--- src/rtl/cpu_step_ctrl.sv ---
// Run/halt/single-step clock-enable generator for the CPU core.
// Debounces the step button and run switch and counts issued enables.
module cpu_step_ctrl #(
    parameter int RUN_DIV   = 25_000_000,
    parameter int DB_CYCLES = 1_000_000,
    parameter int CNT_W     = 25
) (
    input  logic        clk,
    input  logic        rst_n,
    input  logic        btn_step,
    input  logic        sw_run,
    output logic        cpu_ce,
    output logic        run_led,
    output logic [1:0]  state,
    output logic [15:0] ce_count
);

    typedef enum logic [1:0] {
        S_HALT = 2'b00,
        S_RUN  = 2'b01,
        S_STEP = 2'b10
    } state_e;

    localparam logic [CNT_W-1:0] DB_LAST  = CNT_W'(DB_CYCLES - 1);
    localparam logic [CNT_W-1:0] DIV_LAST = CNT_W'(RUN_DIV - 1);

    // bit 0: step button, bit 1: run switch
    logic [1:0]       raw;
    logic [1:0]       s1_q;
    logic [1:0]       s2_q;
    logic [1:0]       db_q;
    logic [CNT_W-1:0] db_cnt_q [2];

    assign raw = {sw_run, btn_step};

    always_ff @(posedge clk or negedge rst_n) begin
        if (!rst_n) begin
            s1_q <= '0;
            s2_q <= '0;
            db_q <= '0;
            for (int i = 0; i < 2; i++) begin
                db_cnt_q[i] <= '0;
            end
        end else begin
            s1_q <= raw;
            s2_q <= s1_q;
            // A synced value must hold for DB_CYCLES before it is accepted
            for (int i = 0; i < 2; i++) begin
                if (s2_q[i] == db_q[i]) begin
                    db_cnt_q[i] <= '0;
                end else if (db_cnt_q[i] == DB_LAST) begin
                    db_q[i]     <= s2_q[i];
                    db_cnt_q[i] <= '0;
                end else begin
                    db_cnt_q[i] <= db_cnt_q[i] + 1'b1;
                end
            end
        end
    end

    logic step_prev_q;
    logic step_req;
    logic run_db;

    assign run_db   = db_q[1];
    assign step_req = db_q[0] & ~step_prev_q;

    always_ff @(posedge clk or negedge rst_n) begin
        if (!rst_n) begin
            step_prev_q <= 1'b0;
        end else begin
            step_prev_q <= db_q[0];
        end
    end

    state_e           state_q;
    logic [CNT_W-1:0] div_q;
    logic             cpu_ce_q;
    logic             cpu_ce_d;
    logic             run_led_q;
    logic [15:0]      ce_count_q;

    // Leaving RUN suppresses the pulse that would land on the exit cycle
    assign cpu_ce_d = (state_q == S_STEP) ||
                      (state_q == S_RUN && run_db && div_q == DIV_LAST);

    always_ff @(posedge clk or negedge rst_n) begin
        if (!rst_n) begin
            state_q    <= S_HALT;
            div_q      <= '0;
            cpu_ce_q   <= 1'b0;
            run_led_q  <= 1'b0;
            ce_count_q <= '0;
        end else begin
            cpu_ce_q   <= cpu_ce_d;
            ce_count_q <= ce_count_q + {15'd0, cpu_ce_d};
            unique case (state_q)
                S_HALT: begin
                    div_q <= '0;
                    if (run_db) begin
                        state_q   <= S_RUN;
                        run_led_q <= 1'b1;
                    end else if (step_req) begin
                        state_q <= S_STEP;
                    end
                end
                S_STEP: begin
                    state_q <= S_HALT;
                end
                S_RUN: begin
                    if (!run_db) begin
                        state_q   <= S_HALT;
                        run_led_q <= 1'b0;
                        div_q     <= '0;
                    end else if (div_q == DIV_LAST) begin
                        div_q <= '0;
                    end else begin
                        div_q <= div_q + 1'b1;
                    end
                end
                default: begin
                    state_q   <= S_HALT;
                    run_led_q <= 1'b0;
                    div_q     <= '0;
                end
            endcase
        end
    end

    assign cpu_ce   = cpu_ce_q;
    assign run_led  = run_led_q;
    assign state    = state_q;
    assign ce_count = ce_count_q;

endmodule
--- config.mk ---
export PLATFORM = sky130hd
export DESIGN_NAME = cpu_step_ctrl
export DESIGN_NICKNAME = d
export VERILOG_FILES = /design/src/rtl/cpu_step_ctrl.sv
export SDC_FILE = /design/constraint.sdc
export NUM_CORES = 1
export LEC_CHECK = 0
export ABC_CLOCK_PERIOD_IN_PS = 2250
export CORE_MARGIN = 1.5
export CORE_UTILIZATION = 46
export CTS_BUF_LIST = sky130_fd_sc_hd__clkbuf_8
export DETAILED_ROUTE_END_ITERATION = 10
export MAX_ROUTING_LAYER = met4
export PLACE_DENSITY = 0.67
export SLEW_MARGIN = 20
export SYNTH_ARGS = -nofsm -noshare
export SYNTH_HDL_FRONTEND = slang
export SYNTH_SLANG_ARGS = --single-unit
--- constraint.sdc ---
create_clock -name clk -period 2.25 [get_ports clk]
set_clock_uncertainty 0.05 [all_clocks]
set_input_delay 0.45 -clock clk [delete_from_list [all_inputs] [get_ports clk]]
set_output_delay 0.45 -clock clk [all_outputs]
set_load 0.05 [all_outputs]
# After elaboration in Yosys (flattened, before gate mapping)
# Index checks and enable logic that the tools add are counted.
# totals
mem_bits_ro	0
memories	0
word_cells	53
latchBits	0
in_bits	4
output_inout_bits	20
ff_bits	102
ram_bits	0
# classes
n_reduce_logical	8
bitwise	5
eq_ne	10
muxes	14
n_lt_le_gt_ge	0
n_shift	0
n_mul	0
n_div	0
n_addsub	4
# op_table
operator	count
$mux W25	6
$add A25 B1 Y25 const B	3
$eq A25 B20 Y1 const B	2
$pmux W25 S2	1
$eq A25 B25 Y1 const B	1
$add A16 B1 Y16	1
$mux W2	3
$reduce_and A2 Y1	3
$ne A2 B2 Y1 const B	2
$not A1 Y1	4
$pmux W2 S2	1
$ne A3 B3 Y1 const B	1
$pmux W1 S3	1
$reduce_and A3 Y1	1
$eq A1 B1 Y1	2
$eq A2 B1 Y1 const B	1
$eq A2 B2 Y1 const B	1
$logic_and A1 B1 Y1	2
$logic_not A2 Y1	1
$mux W1	2
$and A1 B1 Y1	1
$logic_or A1 B1 Y1	1

# Longest topological paths before layout
# Gate-level depths: netlist (run 1).
# depth
word_depth	5
mapped_depth	11
ltp_nobuf	10

# Least setup slack after synthesis (run 1)
# OpenSTA, ideal clock, no wires.
# synth_timing
path_kind	flip-flop to flip-flop
start	register div_q[0]
end	register ce_count_q[14], in the netlist ce_count[14]
path_stages_with_launch	12
setup_slack_ns	-0.269
required_time_ns	2.059
arrival_ns	2.327
path_cell_list	dfrtp_1 -> ha_1 -> nand3_2 -> nor4_2 -> nand2_1 -> o21ai_0 -> ha_1 -> ha_1 -> and3_1 -> clkbuf_1 -> nand4_1 -> xnor2_1
# synth_between
elab_chain_len	4
# synth_lines
element	line_no	rtl
from (decl)	77	logic [CNT_W-1:0] div_q;
from (signal assigned)	118	div_q <= div_q + 1'b1;
$eq A25 B25 Y1	85	(state_q == S_RUN && run_db && div_q == DIV_LAST);
$logic_and A1 B1 Y1	85	
$logic_or A1 B1 Y1	84	assign cpu_ce_d = (state_q == S_STEP) ||
net cpu_ce_d	79	logic cpu_ce_d;
$add A16 B1 Y16	96	ce_count_q <= ce_count_q + {15'd0, cpu_ce_d};
to (signal assigned)	96	
to (decl)	81	logic [15:0] ce_count_q;
# The timed path passes the listed nets, and every way through them passes these cells.
# A chain may end at the register's enable or synchronous reset.

# Worst setup path after layout (run 1)
# layout_timing
start	register div_q[7]
end	register ce_count_q[15], in the netlist ce_count[15]
# Same word-level chain as after synthesis.

==> results of run 1 <==
[routing by layer]
metal / vias to the layer above / part of all wire (%) / GRT usage [%]
li1: 1814 / - / -
met1: 1801 / 49 / 24.4
met2: 39 / 47 / 29.5
met3: 9 / 2.7 / 3.74
met4: 0 / 1.1 / 5.43
met5: - / 0 / -
[metrics by stage]
step                setup TNS (ns)  util (%)
global route               -0.0940      56.4
global placement                 0      53.9
CTS                              0      55.8
floorplan                 -0.00745         -
finish                           0      56.4
detailed placement          -0.110      53.9
[report_power, final]
| part | switching [W] | internal (W) | leakage, nW | total (W) |
|---|---|---|---|---|
| Combinational | 0.0000598 | 0.0000263 | 1.02 | 0.0000861 |
| Clock | 0.000612 | 0.000428 | 0.0934 | 0.00104 |
| Sequential | 0.0000105 | 0.00184 | 1.41 | 0.00185 |
[placed cells by master (no fill, tap or decap), types with 7 or more instances in the layout]
master           instances
a21oi_1                  8
a31oi_1                 16
and3_1                  14
and4_1                   7
buf_4                   41
clkbuf_8                10
clkdlybuf4s50_1         22
dfrtp_1                100
inv_1                   11
nand2_1                 35
nand3_1                 36
nand4_1                 20
nor2_1                  68
nor3_1                  11
xnor2_1                 38
xor2_1                  29
[worst paths after layout]
| check | end | slack (ns) | depth (start not counted) | startpoint |
|---|---|---|---|---|
| max reg2reg | ce_count[15]$_DFF_PN0_ | 0.06 | 9 | div_q[7]$_DFFE_PN0N_ |
| min | s2_q[1]$_DFF_PN0_ | 0.30 | 0 | s1_q[1]$_DFF_PN0_ |
| max in group asynchronous | db_cnt_q[8]$_DFF_PN0_ | 1.04 | 3 | rst_n |
| min reg2reg | s2_q[1]$_DFF_PN0_ | 0.30 | 0 | s1_q[1]$_DFF_PN0_ |
| min in group asynchronous | div_q[22]$_DFFE_PN0N_ | 0.52 | 2 | rst_n |
| max | ce_count[15]$_DFF_PN0_ | 0.06 | 9 | div_q[7]$_DFFE_PN0N_ |
[flip-flops by register name (all words and copies together), names as in the netlist]
signal       count
ce_count        16
s1_q             2
cpu_ce           1
step_prev_q      1
db_q             2
run_led          1
state            2
div_q           25
s2_q             2
db_cnt_q        50
[cell families (layout without fill, tap and decap cells)]
group | Yosys count | in the layout | synth area share (%)
xor gates and xnor gates | 68 | 68 | 12.1
DFF | 102 | 102 | 51.9
and+or+nand+nor | 230 | 230 | 25.1
AOI/OAI and AO/OA | 45 | 45 | 6.02
buffers and inverters | 27 | 92 | 2.72
muxes | 3 | 3 | 0.686
adders and majority gates | 6 | 6 | 1.47
[layout make-up]
class | count | area share [%]
timing repair buffer | 66 | 9.88
sequential | 102 | 43.7
inverter | 10 | 0.641
clock buffer | 10 | 2.35
clock inverter | 6 | 0.663
tap | 136 | 2.91
multi-input combinational | 352 | 39.9
[what timing repair did]
action                                  in CTS  in global routing
resized for setup                            2                  7
hold endpoints to repair                    27                  0
pin swaps                                    4                  5
endpoints found under the setup margin       7                  8
setup buffers                                0                  4
hold buffers                                 1                  0
==> results.json, run 1 <==
{
  "outcome": "completed",
  "hold_viol": 0,
  "worstSetupPathType": "reg -> reg",
  "cts_sinks": 102,
  "synth-seq-area-share_pct": 51.9,
  "avgRoutedWirePerCell_um": 13.7,
  "rows": 37,
  "setup_viol": 0,
  "ys_ff_latch": 102,
  "overflow": 0,
  "syn2layout_area_growth_pct": 18.9,
  "drt_wl_total_um": 9340,
  "max_cap_viol_count": 0,
  "fmax_ghz": 0.456,
  "crit_fanout": 3,
  "synth_cells": 481,
  "final_cells": 682,
  "portBuffers": 23,
  "die-height_um": 106,
  "slew_violations": 0,
  "power.total_w": 0.00298,
  "crit_chain": "nor4b_2, and4b_1, nand2_1, o21ai_2, ha_4, and4_4, and3_4, nand3_4, xnor2_2",
  "peakVddDrop_v": 0.000357,
  "period_minus_slack_ns": 2.19,
  "nFillCells": 935,
  "synth-edff-count": 0,
  "cts_tree": "yes",
  "cts_htree_levels": 3,
  "hp-class": "reg -> reg",
  "synth_top_area_share_pct": 51.9,
  "io_pins": 24,
  "cts_buffers": 9,
  "synthTopCellsByArea": "dfrtp_1 52%, xnor2_1 6.9%, nor2_1 5.2%",
  "synth_fp_nets": 490,
  "required_ns": 2.46,
  "drt_iter0_drc": 216,
  "grt_pass1_vias": 3605,
  "start_kind": "flip-flop",
  "via_per_inst": 5.37,
  "clk_pin_slew_ns": 0.09,
  "hold_ws_ns": 0.304,
  "end_kind": "flip-flop",
  "clkLatencyLatePin_ns": 0.37,
  "fin_crit_sh_pct": 97.4,
  "diodes": 0,
  "synth_most_common_cell": "dfrtp_1",
  "design.core.area_sq_mm": 0.0104,
  "dp_hpwl_um": 6530,
  "slew_headroom_pct": 66.0,
  "synth_flop_cell": "dfrtp_1",
  "synth_largest_area_cell": "dfrtp_1",
  "seq_area_sq_mm": 0.00255,
  "dp.cells": 661,
  "grt_use_total_pct": 18.6,
  "postLayoutCellArea_sq_mm": 0.00585,
  "async_flop_share_pct": 100,
  "dp_slack_ns": -0.0516,
  "yosysWarnings": 0,
  "crit_family": "simple AND/OR/NAND/NOR gates",
  "place.gp.congestion": 0.819,
  "drc_errors": 0,
  "syn_area_per_cell_sq_um": 10.2,
  "syn_area_sq_mm": 0.00492,
  "multiInputGateArea_sq_mm": 0.00234,
  "synthTopCellsByCount": "102 x dfrtp_1, 68 x nor2_1, 39 x xnor2_1, 37 x nand3_1, 35 x nand2_1",
  "nets": 550,
  "grt_pass1_wl_um": 16500,
  "power.density_mw_per_mm2": 509,
  "synth.distinct_cells": 41,
  "place_area_sq_mm": 0.00559,
  "via_count": 3663,
  "rsz0062_at_grt": "yes",
  "first_pass_iters": 4,
  "tightestPinTransition_ns": 0.508,
  "worst_slack_ns": 0.0586,
  "cts_buffer_depth": 2,
  "initial_core_util_pct": 47.5,
  "antenna_found_initial": 0,
  "path_buf_inv": 0,
  "slowest_delay_ns": 0.40,
  "grt_max_degree": 43,
  "final_layout_size_suffix_gt1_share_pct": 15.8,
  "leakagePower_nw": 2.52,
  "root_buffer": "clkbuf_8",
  "die_w_um": 106,
  "cp_slowest_cell": "dfrtp_1",
  "dieArea_sq_mm": 0.0113,
  "arrival_ns": 2.40,
  "ant_nets": 0
}
No activity file was read; power rests on OpenSTA's default activity.
==> inputs of run 2 (changes only) <==
Settings changed: SETUP_SLACK_MARGIN set to 0.05.
==> run 2 against run 1 <==
  * Via count increased by 1.2%
  * Critical path depth increased by 1
  * Design area increased by 2.4%
  * Hold slack got worse by 0.24 ns
  * Power increased by 7.9%
  * Flip-flop and latch count unchanged
  * Routed wire length increased by 1.8%
  * Register-to-register slack about the same
  * Clock power increased by 23%
==> results.json, run 2 (same netlist as run 1, synthesis figures left out) <==
{
  "design.core.area_sq_mm": 0.0104,
  "start_kind": "flip-flop",
  "nets": 554,
  "worstReg2RegStart": "div_q[0]$_DFFE_PN0N_",
  "switching_share_pct": 22.2,
  "required_ns": 2.47,
  "cts_buffers": 9,
  "final_layout_size_suffix_gt1_share_pct": 17.5,
  "regMostFlops": "db_cnt_q",
  "cts_sinks": 102,
  "peakVddDrop_v": 0.000432,
  "portBuffers": 23,
  "grt_pass1_wl_um": 16500,
  "avgRoutedWirePerCell_um": 13.9,
  "layout_commonest_cell": "dfrtp_1",
  "slowest_delay_ns": 0.40,
  "slew_headroom_pct": 64.7,
  "drt_wl_total_um": 9510,
  "clk_pin_slew_ns": 0.09,
  "rsz0062_at_grt": "yes",
  "power_switching_w": 0.000714,
  "initial_core_util_pct": 47.5,
  "leakagePower_nw": 2.68,
  "outcome": "completed",
  "die_w_um": 106,
  "end_kind": "flip-flop",
  "syn2layout_area_growth_pct": 21.7,
  "crit_fanout": 4,
  "worstSetupPathType": "reg -> reg",
  "dp_hpwl_um": 6380,
  "dp.cells": 664,
  "io_pins": 24,
  "arrival_ns": 2.42,
  "p_comb_share_pct": 2.6,
  "tns_ns": 0,
  "hold_viol": 0,
  "r2r_end": "ce_count[15]$_DFF_PN0_",
  "cp_slowest_cell": "dfrtp_1",
  "max_cap_viol_count": 0,
  "worst_path_most_repeated_cell": "ha_4",
  "via_count": 3708,
  "tightestPinTransition_ns": 0.529,
  "grt_pass1_vias": 3578,
  "clkLatencyLatePin_ns": 0.38,
  "fin_crit_sh_pct": 97.7,
  "rows": 37,
  "period_minus_slack_ns": 2.20,
  "via_per_inst": 5.41,
  "largest_reg_flops": 50,
  "pwr-share-seq_pct": 57.7,
  "grt_use_total_pct": 18.8,
  "ff2ff_setup_slack_ns": 0.05,
  "slew_violations": 0,
  "power_frac_clock_pct": 39.7,
  "place.gp.congestion": 0.806,
  "diodes": 0,
  "crit_family": "simple AND/OR/NAND/NOR gates",
  "postLayoutCellArea_sq_mm": 0.00599,
  "place_area_sq_mm": 0.00564,
  "ant_nets": 0,
  "antenna_found_initial": 0,
  "nFillCells": 899,
  "dieArea_sq_mm": 0.0113,
  "p_int_w": 0.00250,
  "worstRegToRegCells": 10,
  "cts_htree_levels": 3,
  "overflow": 0,
  "critPathLaunch": "div_q[0]$_DFFE_PN0N_",
  "mostFrequentLayoutCells": "100 x dfrtp_1, 68 x nor2_1, 44 x buf_4, 38 x xnor2_1",
  "power.density_mw_per_mm2": 537,
  "first_pass_iters": 4,
  "setup_viol": 0,
  "hp-class": "in -> async",
  "path_buf_inv": 0,
  "die-height_um": 106,
  "crit_chain": "ha_4, nand3_4, nor4_4, nand2_1, o21ai_2, ha_4, and4_4, and3_4, nand3_2, xnor2_1",
  "grt_max_degree": 103,
  "drc_errors": 0,
  "final_cells": 686,
  "root_buffer": "clkbuf_8",
  "drt_iter0_drc": 223,
  "cts_buffer_depth": 2,
  "cts_tree": "yes",
  "fmax_ghz": 0.455
}
-- run 2: cell types whose count changed in the layout (fill, tap and decap cells not counted), sizes merged, moves of 2 or more --
cell,change
clkdlybuf4s50,-6
inv,+2
clkinv,-3
dlymetal6s2s,+6
buf,+5
bufinv,+2
-- run 2: area by class of cell --
class	count	area [sq um]	share of cell area [%]
Sequential cell	102	2550	42.6
Multi-Input combinational cell	352	2360	39.4
Timing Repair Buffer	70	646	10.8
Tap cell	136	170	2.84
Clock buffer	9	124	2.07
Clock inverter	7	97.6	1.63
Inverter	10	37.5	0.627
-- run 2: metrics by stage --
step	total power (W)	util (%)	worst slack (ns)	hold WS, ns
after floorplan	0.00192	-	-0.00745	0.104
after global placement	0.00198	54.4	0.0866	0.288
after detailed placement	0.00198	54.4	0.0325	0.285
after CTS	0.00326	56.7	0.0517	0.0938
after global routing	0.00334	57.8	-0.0352	0.113
final	0.00322	57.8	0.0519	0.0646
-- run 2: what timing repair did --
action,CTS,global route
pin swaps,2,9
cloned,0,0
setup buffers,2,4
setup endpoints to repair,4,37
resized for setup,2,18
hold buffers,0,0
-- run 2: routing by layer --
metal	GRT usage, %	vias to the layer above	routed length, um
met3	4.29	16	354
li1	-	1813	-
met2	29.3	57	4460
met1	24.3	1822	4550
met4	6.38	0	140
met5	-	-	0
-- run 2: worst max-delay path by stage --
| stage | endpoint | slack [ns] | cells past startpoint |
|---|---|---|---|
| 2_1_floorplan | ce_count[14]$_DFF_PN0_ | -0.007 | 11 |
| 3_3_place_gp | ce_count[14]$_DFF_PN0_ | 0.09 | 9 |
| 4_1_cts | ce_count[15]$_DFF_PN0_ | 0.05 | 9 |
| 6_report | ce_count[15]$_DFF_PN0_ | 0.05 | 10 |
| 3_5_place_dp | ce_count[8]$_DFF_PN0_ | 0.03 | 9 |
| 5_1_grt | ce_count[14]$_DFF_PN0_ | -0.04 | 10 |
-- run 2: power groups by stage --
stage,Sequential (W),Combinational [W],Clock [W]
floorplan,0.00189,0.0000355,0
global placement,0.00189,0.0000869,0
detailed placement,0.00189,0.0000883,0
CTS,0.00185,0.0000887,0.00132
global route,0.00186,0.0000990,0.00139
finish,0.00185,0.0000837,0.00128
-- run 2: worst reg2reg max path, cell delays in order, from the launching register on --
cell and delay, ns:
dfrtp_1 0.40, ha_4 0.17, nand3_4 0.09, nor4_4 0.30
nand2_1 0.10, o21ai_2 0.18, ha_4 0.19, and4_4 0.23
and3_4 0.19, nand3_2 0.08, xnor2_1 0.13
==> inputs of run 3 (changes only) <==
Settings changed: CELL_PAD_IN_SITES_DETAIL_PLACEMENT set to 1, CELL_PAD_IN_SITES_GLOBAL_PLACEMENT set to 2, CORE_UTILIZATION 46 to 37, GPL_ROUTABILITY_DRIVEN set to 0, PLACE_DENSITY 0.67 to 0.79.
==> run 3 against run 2 <==
  * First-iteration DRC count is 24% lower
  * Flip-flop and latch count is the same
  * Sequential power about the same
  * Utilization decreased by 10 points
  * Register-to-register slack better by 0.04 ns
  * Count of clock-buffer cells in the layout up 2
  * Non-clock buffer count rose by 3
  * Global-route usage fell by 0.82 points
  * Clock power rose by 22%
  * Critical path depth decreased by 1
==> results.json, run 3 (same netlist as run 1, synthesis figures left out) <==
{
  "outcome": "completed",
  "clkLatencyLatePin_ns": 0.38,
  "slew_violations": 0,
  "slew_headroom_pct": 64.5,
  "met3_length_um": 324,
  "setup_viol": 0,
  "dp_slack_ns": -0.0126,
  "nets": 557,
  "io_pins": 24,
  "p_comb_share_pct": 2.7,
  "p_int_w": 0.00279,
  "cts_buffers": 9,
  "clk_pin_slew_ns": 0.09,
  "worstSetupPathType": "reg -> reg",
  "leakagePower_nw": 2.81,
  "dieArea_sq_mm": 0.0140,
  "grt_max_degree": 66,
  "regMostFlops": "db_cnt_q",
  "die-height_um": 118,
  "crit_fanout": 4,
  "ff2ff_setup_slack_ns": 0.09,
  "tightestPinTransition_ns": 0.530,
  "period_minus_slack_ns": 2.16,
  "cts_sinks": 102,
  "drc_errors": 0,
  "arrival_ns": 2.38,
  "grt_use_total_pct": 18.0,
  "power_switching_w": 0.000718,
  "fin_crit_sh_pct": 96.0,
  "switching_share_pct": 20.5,
  "drt_iter0_drc": 169,
  "mostFrequentLayoutCells": "100 x dfrtp_1, 68 x nor2_1, 46 x buf_4, 38 x xnor2_1, 35 x nand2_1",
  "cts_buffer_depth": 2,
  "postLayoutCellArea_sq_mm": 0.00612,
  "fmax_ghz": 0.463,
  "end_kind": "flip-flop",
  "required_ns": 2.48,
  "grt_pass1_wl_um": 19600,
  "ant_nets": 0,
  "portBuffers": 23,
  "cts_tree": "yes",
  "first_pass_iters": 4,
  "peakVddDrop_v": 0.000310,
  "rsz0062_at_grt": "yes",
  "hp-class": "reg -> reg",
  "layout_commonest_cell": "dfrtp_1",
  "largest_reg_flops": 50,
  "maxUsedRoutingLayer": "met4",
  "power_frac_clock_pct": 44.4,
  "drt_wl_total_um": 11500,
  "max_cap_viol_count": 0,
  "antenna_found_initial": 0,
  "avgRoutedWirePerCell_um": 15.8,
  "grt_pass1_vias": 4020,
  "overflow": 0,
  "design.core.area_sq_mm": 0.0128,
  "syn2layout_area_growth_pct": 24.4,
  "via_count": 3794,
  "die_w_um": 118,
  "met2_wirelength_um": 5610,
  "initial_core_util_pct": 38.4,
  "rows": 41,
  "drt-met1-wl_um": 5430,
  "root_buffer": "clkbuf_8",
  "hold_viol": 0,
  "final_layout_size_suffix_gt1_share_pct": 17.5,
  "place_area_sq_mm": 0.00568,
  "pwr-share-seq_pct": 52.9,
  "start_kind": "flip-flop",
  "worst_slack_ns": 0.0906,
  "dp_hpwl_um": 7860,
  "cts_htree_levels": 3,
  "power.density_mw_per_mm2": 573,
  "via_per_inst": 5.23,
  "diodes": 0
}
==> run 3: cell types whose count changed in the layout (fill, tap and decap cells not counted), sizes merged <==
| cell | delta |
|---|---|
| clkdlybuf4s50 | -5 |
| dlymetal6s2s | +3 |
| inv | -3 |
| buf | +2 |
| bufinv | +2 |
| clkbuf | +2 |
| dlygate4sd2 | +2 |
| clkinvlp | -1 |
| dlygate4sd3 | +1 |
==> run 3: final cells by class <==
cell class                 count  area, sq um
fill                        1417         6700
clock buffer                  11          151
inverter                      10         37.5
clock inverter                 5          129
sequential                   102         2550
timing repair buffer          73          676
tap                          172          215
multi-input combinational    352         2360
==> run 3: routing by layer <==
layer	vias up	global-route usage (%)
met2	38	29.5
met4	0	4.50
met3	7	4.68
met1	1933	22.1
met5	-	-
li1	1816	-
==> run 3: metrics by stage <==
stage	util (%)	power, W	TNS [ns]	std cells	hold WS (ns)
after CTS	46.9	0.00356	0	721	0.340
final	47.7	0.00351	0	725	0.331
after global routing	47.7	0.00364	-0.247	725	0.356
after detailed placement	44.3	0.00199	-0.0222	700	0.318
after floorplan	-	0.00192	-0.00745	481	0.104
after global placement	44.3	0.00198	0	700	0.311
==> run 3: final timing paths <==
| kind | from | to | cells after the start |
|---|---|---|---|
| worst min register to register | s1_q[0]$_DFF_PN0_ | s2_q[0]$_DFF_PN0_ | 0 |
| min in group asynchronous | rst_n | db_cnt_q[15]$_DFF_PN0_ | 2 |
| max in group asynchronous | rst_n | state[1]$_DFFE_PN0P_ | 3 |
| worst max-delay path | div_q[20]$_DFFE_PN0N_ | ce_count[15]$_DFF_PN0_ | 9 |
| worst max register to register | div_q[20]$_DFFE_PN0N_ | ce_count[15]$_DFF_PN0_ | 9 |
| worst min-delay path | s1_q[0]$_DFF_PN0_ | s2_q[0]$_DFF_PN0_ | 0 |
==> run 3: power by group through the flow <==
stage          sequential, W  combinational [W]  clock, W
6_report             0.00186          0.0000936   0.00156
5_1_grt              0.00186           0.000109   0.00168
4_1_cts              0.00186          0.0000979   0.00161
3_5_place_dp         0.00189          0.0000963         0
3_3_place_gp         0.00189          0.0000926         0
2_1_floorplan        0.00189          0.0000355         0
==> run 3: timing repair <==
item / CTS / global route
hold buffers: 1 / 0
pin swaps: 3 / 6
setup endpoints to repair: 8 / 43
setup buffers: 4 / 4
endpoints found under the hold margin: 26 / 0
resized for setup: 6 / 18
==> run 3: critical path, cell delays in order, from the launching register on <==
cell	delay, ns
dfrtp_1	0.37
nand4_1	0.18
nor4_4	0.35
nand2_1	0.12
o21ai_2	0.19
ha_4	0.18
and4_4	0.22
and3_4	0.19
nand3_2	0.08
xnor2_1	0.13
==> patch 1 (settings of run 1) <==
Add an input register stage for `btn_step` and `sw_run`; this delays them by one clock.
--- a/src/rtl/cpu_step_ctrl.sv
+++ b/src/rtl/cpu_step_ctrl.sv
@@ -26,2 +26,10 @@
 
+    logic btn_step_q;
+    logic sw_run_q;
+
+    always_ff @(posedge clk) begin
+        btn_step_q <= btn_step;
+        sw_run_q   <= sw_run;
+    end
+
     // bit 0: step button, bit 1: run switch
@@ -33,3 +41,3 @@
 
-    assign raw = {sw_run, btn_step};
+    assign raw = {sw_run_q, btn_step_q};
 
Function: no difference found for any inputs over 10 cycles, from zero or initial values and one cycle with rst_n low; that may be too few to reach the edited logic, so the function may still have changed.
==> patch 1 against run 1 <==
  * Final area up 0.56%
  * Hold slack lost 0.022 ns
  * Worst setup slack got worse by 0.025 ns
  * Routed wire length rose by 1.7%
  * Clock power rose by 13%
  * Sequential cell count is 2 higher
  * Critical path depth rose by 2
  * Power is 5.7% higher
  * Area after synthesis up 1.6%
==> patch 1: results (changes against run 1) <==
| Metric | Value |
|---|---|
| Fill cell count | 903 (-3.4%) |
| Final Cycle Share | 0.985 (+0.0112) |
| DP Area | 0.00564 mm² (+0.83%) |
| Vias per cell | 5.28 (-1.6%) |
| Clock network latency to the later pin of the worst-skew pair | 0.37 ns (about the same) |
| Synth cell types | 44 (+7.3%) |
| Placed instance count | 668 (+1.1%) |
| Synth Net Count | 497 (+1.4%) |
| Post-Route WL | 9500 µm (+1.7%) |
| Initial core utilization | 0.480 (+0.00546) |
| Synth top area cells | dfrtp_1 (51%), xnor2_1 (7.0%), nor2_1 (5.1%), xor2_1 (4.7%), nand3_1 (3.8%) |
| Pleak | 2.57 nW (+2.1%) |
| Proportion of synthesized chip area in sequential cells | 0.518 (about the same) |
| Crit path DAT | 2.42 ns (+0.02 ns) |
| Initial drt markers | 150 (-31%) |
| Crit path from | div_q[1]$_DFFE_PN0N_ |
| Async SR Flop Fraction | 0.981 (-0.0192) |
| Worst slew margin | 0.666 (+0.00561) |
| Total track usage | 0.190 (+0.00367) |
| DP HPWL | 6510 µm (-0.38%) |
| Reg2reg setup slack | 0.03 ns (-0.03 ns) |
| Largest register FFs | 50 (unchanged) |
| Status | completed |
| Crit path max fanout | 5 (+2) |
| Reg2reg end | ce_count[10]$_DFF_PN0_ |
| NumNets Final | 555 (+0.91%) |
| Worst VDD drop | 0.522 mV (+46%) |
| Post-synth top area share | 0.510 (-0.00817) |
| Most frequent cells after synthesis | dfrtp_1 (102), nor2_1 (68), xnor2_1 (40), nand2_1 (39), nand3_1 (38) |
| Slowest cell delay on critical path | 0.36 ns (-0.04 ns) |
| R2R cell count | 11 (+2) |
| PortBufs | 23 (unchanged) |
| First-pass GRT wire length | 16,900 µm (+2.7%) |
| Syn_area_per_cell | 10.2 µm² (+0.14%) |
| Layout cells sized above 1 | 0.154 (-0.00324) |
| CTS Root Cell | clkbuf_8 |
| WL/cell | 13.8 µm (+0.96%) |
| Pre-CTS setup slack | -0.0681 ns (-0.0165 ns) |
| Vias in the first global route | 3,642 (+1.0%) |
| Yosys warning total | 0 (unchanged) |
| Pin count of the biggest net entering global routing | 40 (-7.0%) |
## patch 1: final cells by class
cell class                 count  area share
sequential                   104       0.441
multi-input combinational    353       0.390
timing repair buffer          64      0.0978
tap                          136      0.0289
clock buffer                  11      0.0257
inverter                      14     0.00893
clock inverter                 5     0.00808
## patch 1: cells by family after synthesis
family	share of synthesized area
compound gates	0.0603
xor+xnor	0.117
simple gates	0.249
mux	0.00876
buf+inv	0.0338
flops	0.518
fa+ha+maj	0.0125
## patch 1: worst min-delay path by stage
stage | startpoint | to | slack (ns)
2_1_floorplan | rst_n | ce_count[0]$_DFF_PN0_ | 0.10
3_3_place_gp | btn_step_q$_DFF_P_ | s1_q[0]$_DFF_PN0_ | 0.27
3_5_place_dp | sw_run_q$_DFF_P_ | s1_q[1]$_DFF_PN0_ | 0.27
4_1_cts | sw_run_q$_DFF_P_ | s1_q[1]$_DFF_PN0_ | 0.28
5_1_grt | btn_step_q$_DFF_P_ | s1_q[0]$_DFF_PN0_ | 0.29
6_report | sw_run_q$_DFF_P_ | s1_q[1]$_DFF_PN0_ | 0.28
## patch 1: metal layers
layer,up-vias,track usage,share of wire
li1,1803,-,-
met1,1760,0.251,0.48
met2,52,0.293,0.47
met3,15,0.0400,0.033
met4,0,0.0619,0.020
met5,-,-,0
## patch 1: through the flow
stage	utilization	hold slack [ns]	total power, mW	setup TNS [ns]
2_1_floorplan	-	0.104	1.96	0
3_5_place_dp	0.541	0.270	2.02	-0.131
5_1_grt	0.565	0.294	3.29	-0.993
6_report	0.565	0.281	3.15	0
3_3_place_gp	0.541	0.268	2.02	0
4_1_cts	0.562	0.283	3.21	0
## patch 1: power breakdown
part,switching (mW),internal (mW)
registers,0.0115,1.88
logic,0.0614,0.0290
clock network,0.604,0.564
total,0.677,2.47
## patch 1: what timing repair did
action                     CTS  global route
hold endpoints to repair    27             0
setup endpoints to repair    6             9
pin swaps                    3             8
gates resized for setup      3             4
buffers inserted             0             2
hold buffers                 1             0
==> patch 2 (settings of run 1) <==
Without the edit above. Set the parameter `CNT_W` to 21 (it was 25).
--- a/src/rtl/cpu_step_ctrl.sv
+++ b/src/rtl/cpu_step_ctrl.sv
@@ -5,3 +5,3 @@
     parameter int DB_CYCLES = 1_000_000,
-    parameter int CNT_W     = 25
+    parameter int CNT_W     = 21
 ) (
Check against the original RTL: no difference found for any inputs over 10 cycles, from zero or initial values and one cycle with rst_n low; that may be too few to reach the edited logic, so the function may still have changed.
==> patch 2 against run 1 <==
  * Routed wire length shrank 14%
  * Power is 4.1% lower
  * Critical endpoint is now ce_count[12]$_DFF_PN0_
  * Sequential share of layout area increased by 0.39 points
  * Clock power is 9.6% higher
  * Via count down 19%
  * Area after synthesis shrank 16%
  * Sequential cell count down 12
  * Worst setup slack better by 0.0021 ns
  * Final area down 13%
  * Count of clock-buffer cells in the layout grew 1
  * Combinational power is 12% lower
==> patch 2: results (changes against run 1) <==
| Metric | Value |
|---|---|
| Most frequent cells after synthesis | dfrtp_1 (90), nor2_1 (70), xor2_1 (38), nand2_1 (32), nand3_1 (32) |
| Clk slew on worst S/H paths | 0.09 ns (about the same) |
| Vias in the first global route | 2,979 (-17%) |
| Pleak | 2.27 nW (-9.7%) |
| CTS Root Cell | clkbuf_8 |
| Largest Register | db_cnt_q |
| Row cnt | 34 (-8.1%) |
| Antenna diode count | 0 (unchanged) |
| Worst Hold Path EP | s2_q[0]$_DFF_PN0_ |
| Yosys warning total | 0 (unchanged) |
| Top FF cell, synth | dfrtp_1 |
| Syn_area_per_cell | 10.3 µm² (+0.86%) |
| WL/cell | 13.9 µm (+1.3%) |
| First-pass GRT wire length | 13,800 µm (-16%) |
| Slowest cell delay on critical path | 0.40 ns (about the same) |
| Clock network latency to the later pin of the worst-skew pair | 0.35 ns (-0.02 ns) |
| Initial antenna violation count | 0 (unchanged) |
| Vias per cell | 5.12 (-4.7%) |
| Worst slew margin | 0.640 (-0.0199) |
| DR pass1 iterations | 6 (+2) |
| Synth Net Count | 411 (-16%) |
| Htree depth | 3 (unchanged) |
| Layout cells sized above 1 | 0.170 (+0.0127) |
| R2R cell count | 11 (+2) |
| CP endpoint kind | flip-flop |
| Pre-CTS setup slack | 0.00994 ns (+0.0615 ns) |
| Total track usage | 0.181 (-0.00539) |
| Largest register FFs | 42 (-16%) |
| Reg2reg setup slack | 0.06 ns |
| Hold Crit Start | s1_q[0]$_DFF_PN0_ |
| Synth cell types | 39 (-4.9%) |
| PortBufs | 23 (unchanged) |
| CTS buffer count | 9 (unchanged) |
| Pin count of the biggest net entering global routing | 39 (-9.3%) |
| Final Cycle Share | 0.973 (about the same) |
| CP top delay family | simple AND/OR/NAND/NOR gates |
| Crit path max fanout | 3 (unchanged) |
| DP Area | 0.00476 mm² (-15%) |
| NumNets Final | 474 (-14%) |
| CP startpoint kind | flip-flop |
| Placed instance count | 557 (-16%) |
| Max stage delay cell, worst path | dfrtp_1 |
| Status | completed |
| Async SR Flop Fraction | 1.00 (unchanged) |
| Final Wtd Congestion | 0.817 (-0.29%) |
| Worst VDD drop | 0.288 mV (-19%) |
| Hold Crit Class | reg2reg |
| Reg2reg end | ce_count[12]$_DFF_PN0_ |
| Proportion of synthesized chip area in sequential cells | 0.543 (+0.0243) |
| Synth top area cells | dfrtp_1 (54%), xor2_1 (8.0%), nor2_1 (6.3%), xnor2_1 (6.1%), nand3_1 (3.9%) |
| R2R Path Start | div_q[1]$_DFFE_PN0N_ |
| Initial drt markers | 70 (-68%) |
| Post-route insts no fill | 578 (-15%) |
| Longest Clk Path Bufs | 2 (unchanged) |
| DP HPWL | 5530 µm (-15%) |
| Crit path DAT | 2.38 ns (-0.02 ns) |
| Hold path depth | 0 (unchanged) |
| Endpoints failing setup | 0 (unchanged) |
patch 2: area by class of cell:
| type | instances | area [µm²] |
|---|---|---|
| fill | 719 | 3600 |
| sequential | 90 | 2250 |
| multi-input combinational | 295 | 1960 |
| timing repair buffer | 61 | 531 |
| clock buffer | 11 | 151 |
| tap | 108 | 135 |
| clock inverter | 5 | 53.8 |
| inverter | 8 | 30.0 |
patch 2: cell families after synthesis:
group	synth area share
adders and majority gates	0.0151
AOI/OAI and AO/OA	0.0241
buffers and inverters	0.0193
muxes	0.00814
DFF	0.543
and+or+nand+nor	0.249
xor gates and xnor gates	0.141
patch 2: report_power, final:
part | switching, mW | internal [mW] | leakage (nW) | total [mW]
Combinational | 0.0526 | 0.0228 | 0.924 | 0.0754
Clock | 0.569 | 0.571 | 0.109 | 1.14
Sequential | 0.0133 | 1.63 | 1.24 | 1.64
patch 2: routing by layer:
| layer | GRT usage | vias to the layer above | part of all wire |
|---|---|---|---|
| met1 | 0.235 | 1433 | 0.48 |
| met2 | 0.290 | 26 | 0.49 |
| met3 | 0.0365 | 10 | 0.021 |
| met5 | - | - | 0 |
| met4 | 0.0516 | 0 | 0.010 |
| li1 | - | 1491 | - |
patch 2: timing repair:
action | in CTS | in global routing
pin swaps | 0 | 10
endpoints found under the setup margin | 2 | 20
setup buffers | 0 | 4
hold buffers | 1 | 0
resized for setup | 3 | 17
hold endpoints to repair | 30 | 0
patch 2: metrics by stage:
stage	total power [mW]	hold WS, ns	TNS (ns)	util
after global placement	1.75	0.289	0	0.545
after detailed placement	1.75	0.286	0	0.545
after global routing	2.97	0.318	-0.217	0.587
final	2.86	0.306	0	0.587
after CTS	2.91	0.307	0	0.572
after floorplan	1.70	0.104	0	-
